File: src/rtl/mig_if_pkg.sv
// Shared MIG user-interface definitions for the cache-line initiator:
// command encodings, line offset width and the initiator state encoding.
package mig_if_pkg;

   localparam logic [2:0] MIG_CMD_WR = 3'b000;
   localparam logic [2:0] MIG_CMD_RD = 3'b001;
   localparam int         LINE_OFS_W = 4;

   typedef enum logic [1:0] {
      IDLE  = 2'd0,
      ISSUE = 2'd1,
      RWAIT = 2'd2,
      RESP  = 2'd3
   } state_t;

endpackage

File: src/rtl/mig_timeout_cnt.sv
// Saturating watchdog counter for the MIG wait states; expired is raised
// once TO_CYC enabled cycles have elapsed since the last clear.
module mig_timeout_cnt #(
   parameter int TO_CYC = 1023
) (
   input  logic clk,
   input  logic rst,
   input  logic clear,
   input  logic enable,
   output logic expired
);

   localparam int CNT_W = $clog2(TO_CYC + 1);

   logic [CNT_W-1:0] count;

   assign expired = (count == CNT_W'(TO_CYC));

   always_ff @(posedge clk) begin
      if (rst || clear) begin
         count <= '0;
      end else if (enable && !expired) begin
         count <= count + CNT_W'(1);
      end
   end

endmodule

File: src/rtl/mig_line_initiator.sv
// Cache-miss path initiator: turns one 128-bit line fill or writeback at a
// time into MIG UI command/write-data handshakes, with a sticky timeout flag.
module mig_line_initiator
   import mig_if_pkg::*;
#(
   parameter int ADR_W  = 28,
   parameter int DATA_W = 128,
   parameter int TO_CYC = 1023
) (
   input  logic                  clk,
   input  logic                  rst,
   input  logic                  req_valid,
   input  logic                  req_wr,
   input  logic [ADR_W-5:0]      req_adr,
   input  logic [DATA_W-1:0]     req_wdata,
   output logic                  req_ready,
   output logic                  rsp_valid,
   output logic [DATA_W-1:0]     rsp_rdata,
   output logic                  rsp_err,
   output logic [ADR_W-1:0]      app_addr,
   output logic [2:0]            app_cmd,
   output logic                  app_en,
   input  logic                  app_rdy,
   output logic [DATA_W-1:0]     app_wdf_data,
   output logic                  app_wdf_wren,
   output logic                  app_wdf_end,
   output logic [DATA_W/8-1:0]   app_wdf_mask,
   input  logic                  app_wdf_rdy,
   input  logic [DATA_W-1:0]     app_rd_data,
   input  logic                  app_rd_data_valid,
   input  logic                  app_rd_data_end
);

   state_t              state, state_nxt;
   logic [ADR_W-5:0]    adr_q;
   logic                wr_q;
   logic [DATA_W-1:0]   wdata_q;
   logic                cmd_done, wdf_done;
   logic                accept, cmd_hs, wdf_hs, capture, set_err;
   logic                expired, to_enable;
   logic                unused;

   // Lines are always a single beat, so the read end strobe carries nothing.
   assign unused = app_rd_data_end;

   assign app_addr     = {adr_q, LINE_OFS_W'(0)};
   assign app_wdf_data = wdata_q;
   assign app_wdf_end  = app_wdf_wren;
   assign app_wdf_mask = '0;
   assign to_enable    = (state == ISSUE) || (state == RWAIT);

   mig_timeout_cnt #(.TO_CYC(TO_CYC)) u_timeout (
      .clk     (clk),
      .rst     (rst),
      .clear   (accept),
      .enable  (to_enable),
      .expired (expired)
   );

   always_comb begin
      state_nxt    = state;
      req_ready    = 1'b0;
      rsp_valid    = 1'b0;
      app_en       = 1'b0;
      app_wdf_wren = 1'b0;
      app_cmd      = MIG_CMD_WR;
      accept       = 1'b0;
      cmd_hs       = 1'b0;
      wdf_hs       = 1'b0;
      capture      = 1'b0;
      set_err      = 1'b0;
      case (state)
         IDLE: begin
            req_ready = 1'b1;
            if (req_valid) begin
               accept    = 1'b1;
               state_nxt = ISSUE;
            end
         end
         // Strobes are withdrawn on expiry so the MIG never sees a late handshake.
         ISSUE: begin
            app_en       = !cmd_done && !expired;
            app_cmd      = wr_q ? MIG_CMD_WR : MIG_CMD_RD;
            app_wdf_wren = wr_q && !wdf_done && !expired;
            cmd_hs       = app_en && app_rdy;
            wdf_hs       = app_wdf_wren && app_wdf_rdy;
            if ((cmd_done || cmd_hs) && (!wr_q || wdf_done || wdf_hs)) begin
               state_nxt = wr_q ? RESP : RWAIT;
            end else if (expired) begin
               set_err   = 1'b1;
               state_nxt = RESP;
            end
         end
         RWAIT: begin
            if (app_rd_data_valid) begin
               capture   = 1'b1;
               state_nxt = RESP;
            end else if (expired) begin
               set_err   = 1'b1;
               state_nxt = RESP;
            end
         end
         RESP: begin
            rsp_valid = 1'b1;
            state_nxt = IDLE;
         end
         default: state_nxt = IDLE;
      endcase
   end

   always_ff @(posedge clk) begin
      if (rst) begin
         state     <= IDLE;
         adr_q     <= '0;
         wr_q      <= 1'b0;
         wdata_q   <= '0;
         cmd_done  <= 1'b0;
         wdf_done  <= 1'b0;
         rsp_rdata <= '0;
         rsp_err   <= 1'b0;
      end else begin
         state <= state_nxt;
         if (accept) begin
            adr_q    <= req_adr;
            wr_q     <= req_wr;
            wdata_q  <= req_wdata;
            cmd_done <= 1'b0;
            wdf_done <= 1'b0;
         end else begin
            if (cmd_hs) cmd_done <= 1'b1;
            if (wdf_hs) wdf_done <= 1'b1;
         end
         if (capture) rsp_rdata <= app_rd_data;
         if (set_err) rsp_err <= 1'b1;
      end
   end

endmodule

File: config.mk
export PLATFORM = sky130hd
export DESIGN_NAME = mig_line_initiator
export DESIGN_NICKNAME = d
export VERILOG_FILES = /design/src/rtl/mig_if_pkg.sv /design/src/rtl/mig_timeout_cnt.sv /design/src/rtl/mig_line_initiator.sv
export SDC_FILE = /design/constraint.sdc
export NUM_CORES = 1
export LEC_CHECK = 0
export CORE_AREA = 2 2 233 235
export CTS_CLUSTER_SIZE = 10
export DETAILED_ROUTE_END_ITERATION = 10
export DIE_AREA = 0 0 235 237
export SKIP_CTS_REPAIR_TIMING = 1
export SYNTH_ARGS = -nofsm -noshare
export SYNTH_HDL_FRONTEND = slang
export SYNTH_SLANG_ARGS = --single-unit
File: constraint.sdc
create_clock -name clk -period 2.01 [get_ports clk]
set_input_delay 0.402 -clock clk [delete_from_list [all_inputs] [get_ports clk]]
set_output_delay 0.402 -clock clk [all_outputs]
set_load 0.01 [all_outputs]
# Word-level counts from Yosys, hierarchy flattened

Cells that the tools add are included.

Multiplexer cells: 22
Order comparisons: 0
Eq/ne operators: 5
Reductions and logical operators: 18
Multiply operators: 0
Add/subtract/negate cells: 1
Shift operators: 0
Bitwise logic cells: 0
Div/mod/pow operators: 0

Operators by type and width:

| cell                                                 | number |
|---|---|
| 2-to-1 mux 1 bit                                     | 16 |
| adder 10 x 1 -> 10 bit (second input constant)       | 1 |
| equality test 10 bit (second input constant)         | 1 |
| 2-to-1 mux 2 bit                                     | 4 |
| case mux 2 bit (4 select lines)                      | 1 |
| logical AND 1 bit                                    | 7 |
| logical OR 1 bit                                     | 5 |
| equality test 2 bit (second input constant)          | 2 |
| zero test 1 bit                                      | 4 |
| equality test 2 x 1 -> 1 bit (second input constant) | 1 |
| zero test 2 bit                                      | 1 |
| inequality test 2 bit (second input constant)        | 1 |
| case mux 1 bit (2 select lines)                      | 1 |
| OR reduction 2 bit                                   | 1 |

Bits in read-only memories: 0
Memories: 0
Bits in latches: 0
Bits in registers: 296
Bits in writable memories: 0
Word-level logic and storage cells: 55

# Logic depth before layout (Yosys ltp)

Depth in word-level cells: 8
Gate-level depth with buffers: 9
Mapped depth without buffers: 6

# By module

Synthesis repeated with hierarchy kept, for this count alone.

Cell total of the unflattened synthesis: 1353
Area total of the unflattened synthesis: 10840.4 µm²

By module, submodules not included:

| module             | cells an instance | area an instance (µm²) | times used |
|---|---|---|---|
| mig_line_initiator | 1285              | 10247.3                | 1 |
| mig_timeout_cnt    | 68                | 593.1                  | 1 |

# Worst setup path before layout

OpenSTA, ideal clock, no wires.

Kind: reg-to-output
Start point: register u_timeout.count[0]
End point: output port app_wdf_wren
Arrival: 1.499 ns
Path buffers: 2
Path slack: 0.109 ns
Required time: 1.608 ns
Cell stages (with the launch flop): 8
Cell sequence: dfxtp_1 ha_1 and4_1 buf_6 nand3_1 nand2_1 nor2_1 buf_4

Word-level cells in the longest chain between the ends: 4

Ends and longest elaborated chain:

| item                   | line                     | source |
|---|---|---|
| start, declared        | mig_timeout_cnt.sv:15    | `logic [CNT_W-1:0] count;` |
| start signal, assigned | mig_timeout_cnt.sv:23    | `count <= count + CNT_W'(1);` |
| equality test 10 bit   | mig_timeout_cnt.sv:17    | `assign expired = (count == CNT_W'(TO_CYC));` |
| zero test 1 bit        | mig_line_initiator.sv:84 | `app_wdf_wren = wr_q && !wdf_done && !expired;` |
| logical AND 1 bit      | mig_line_initiator.sv:84 |  |
| 2-to-1 mux 1 bit       | mig_line_initiator.sv:72 | `case (state)` |
| end, declared          | mig_line_initiator.sv:25 | `output logic app_wdf_wren,` |

No other way between the ends.

# Worst setup path after layout

Start point: register u_timeout.count[1]
End point: output port app_wdf_wren

Same word-level chain as after synthesis.

==> results <==
[cells in the mapped netlist, types with 3 or more instances]
| master | count | share of area, % |
|---|---|---|
| a21oi_1 | 289 | 14 |
| a31oi_1 | 3 | 0.18 |
| buf_1 | 10 | 0.35 |
| buf_2 | 27 | 1.3 |
| buf_4 | 24 | 1.7 |
| clkbuf_1 | 56 | 2.0 |
| dfxtp_1 | 296 | 56 |
| ha_1 | 6 | 0.70 |
| inv_1 | 7 | 0.25 |
| nand2_1 | 569 | 20 |
| nand3_1 | 4 | 0.19 |
| nor2_1 | 9 | 0.32 |
| o21ai_0 | 4 | 0.19 |
| o31ai_1 | 3 | 0.21 |
| or3_1 | 4 | 0.23 |
[where the power goes]
group	internal, mW	switching, mW	leakage [nW]
Sequential	6.76	0.468	2.41
Combinational	3.12	3.20	3.71
Clock	3.70	2.40	0.526
[routing by layer]
metal / up-vias / global-route usage [%] / wire, um
met1: 5118 / 15.5 / 16000
met5: - / 0 / 11
met4: 2 / 5.24 / 1240
met3: 77 / 4.72 / 3480
met2: 446 / 22.7 / 18800
li1: 5467 / - / -
[cell type report]
cell class	count	area, um2
fill	5442	34700
timing repair buffer	637	6360
sequential	296	5930
multi-input combinational	949	4300
clock buffer	46	1030
tap	696	871
clock inverter	4	53.8
inverter	8	30.0
[registers in the layout (all words and copies together) (netlist names)]
register / cells
app_wdf_data: 128
state: 2
wr_q: 1
rsp_err: 1
adr_q: 24
wdf_done: 1
rsp_rdata: 128
u_timeout.count: 10
cmd_done: 1
[logic make-up (layout without fill, tap and decap cells)]
group | Yosys count | in the layout | share of synthesized area (%)
simple gates | 604 | 604 | 22.3
other cells | 1 | 22 | 0.0351
fa+ha+maj | 6 | 6 | 0.703
compound gates | 314 | 314 | 15.4
buf+inv | 128 | 695 | 5.81
flops | 296 | 296 | 55.5
xor+xnor | 3 | 3 | 0.246
[through the flow]
stage          total power [mW]  util, %  setup WS (ns)  setup TNS [ns]
2_1_floorplan              10.1        -          0.109               0
3_3_place_gp               13.5     32.7        -0.0861          -0.168
3_5_place_dp               13.6     32.7        -0.0841          -0.168
4_1_cts                    19.9     34.7         -0.686           -2.83
5_1_grt                    20.8     34.8        -0.0602          -0.165
6_report                   19.6     34.8         0.0199               0
[critical path: stages (launching register included)]
cell	delay, ns
dfxtp_2	0.33
ha_4	0.16
and4_4	0.17
nand3_4	0.09
nand2_4	0.06
nor2_4	0.11
clkbuf_2	0.15
[placed cells by master (no fill, tap or decap), drive strengths merged, types with 2 or more instances in the layout]
master and instances:
a21oi 289, a221oi 2, a31oi 3, a41oi 2, and2 3, and4 2, buf 65, clkbuf 49
clkdlybuf4s50 566, clkinvlp 2, conb 22, dfxtp 296, dlymetal6s2s 3, ha 6, inv 9, nand2 569
nand2b 2, nand3 4, nand4 3, nor2 9, nor4 2, o21ai 6, o31ai 4, or3 5
xnor2 2
[final timing paths]
| path | to | cells after the start |
|---|---|---|
| worst max-delay path | app_wdf_wren | 6 |
| worst min-delay path | rsp_rdata[63] | 2 |
| worst max register to register | u_timeout.count[7] | 7 |
| worst min register to register | app_wdf_data[121] | 2 |
==> reports/qor.csv <==
metric,value,unit
crit path kind,flop to primary output,
initial antenna violation count,1,
Die X,235,um
Layout Skew,0.0110,ns
number of synthesized flops with an enable pin,0,
"Hold Vio Cnt, Final",0,
Worst Setup SP,u_timeout.count[1],
RSZ-0062 raised after global routing,yes,
# IOs,597,
Tcrit/Tclk final,99.0,%
Initial DRT Pass Iterations,4,
post-DP HPWL,29400,um
CP endpoint kind,primary output,
CTS buffer count,37,
layout cell share with drive strength beyond 1,7.16,%
Post-Syn Area,0.0107,mm2
minimum clock period,1.99,ns
Area Growth Syn to Fin,73.9,%
final wirelength,39500,um
flop-to-flop setup slack,0.29,ns
pin count of the biggest net entering global routing,73,
Nets,2223,
WHS,0.381,ns
clock sink total,296,
Tot GR Track Use,13.4,%
gpl congestion,0.827,
clock latency on the worst-skew pair,0.54,ns
startpoint types,flop,
via count,11100,
Routed Antenna Nets,0,
status,finished clean,
"critical path fanouts, max",2,
CTS tree,built,
die area,0.0557,mm2
ANT cells,0,
Hold Startpoint,rst,
FF-to-FF Start,u_timeout.count[1],
Final Max Tran Viols,0,
Hold WC Path Type,primary input to flop,
Final Instance Count excl. Fillers,2636,
placed inst area,0.0174,mm2
maxcap violations,0,
Core ar.,0.0533,mm2
CTS H-tree lvls,2,
Leakage,6.65,nW
post-synthesis cell type count,47,
maximum VDD drop,622,uV
Port Buffers,573,
synthesized instance count,1352,
vias in the first global route,10900,
Syn Area/Cell,7.90,um2
Yosys reg bits,296,
Final setup viols,0,
Iteration-0 DRC Markers,368,
Wirelength per Cell,15.0,um
CP arrival,1.59,ns
"Top FF cell, synth",dfxtp_1,
Initial Util,20.0,%
DRC,0,
ys async rst share,0,%
aggregate global routing overflow,0,
Worst-path clk slew,0.05,ns
root buf cell,clkbuf_16,
post-placement cell count,2585,
Die H,237,um
FMAX,503,MHz
post-route cell area,0.0186,mm2
Avg Vias per Cell,4.21,
PD cells,1060,mW/mm2
first-pass GRT wire length,60000,um
Ys Warns,0,
CTS Buffer Depth,3,
CP Data Required Time,1.61,ns
sequential share of the synthesized area,55.5,%
row cnt,85,
(Power assumes the default switching activity.)
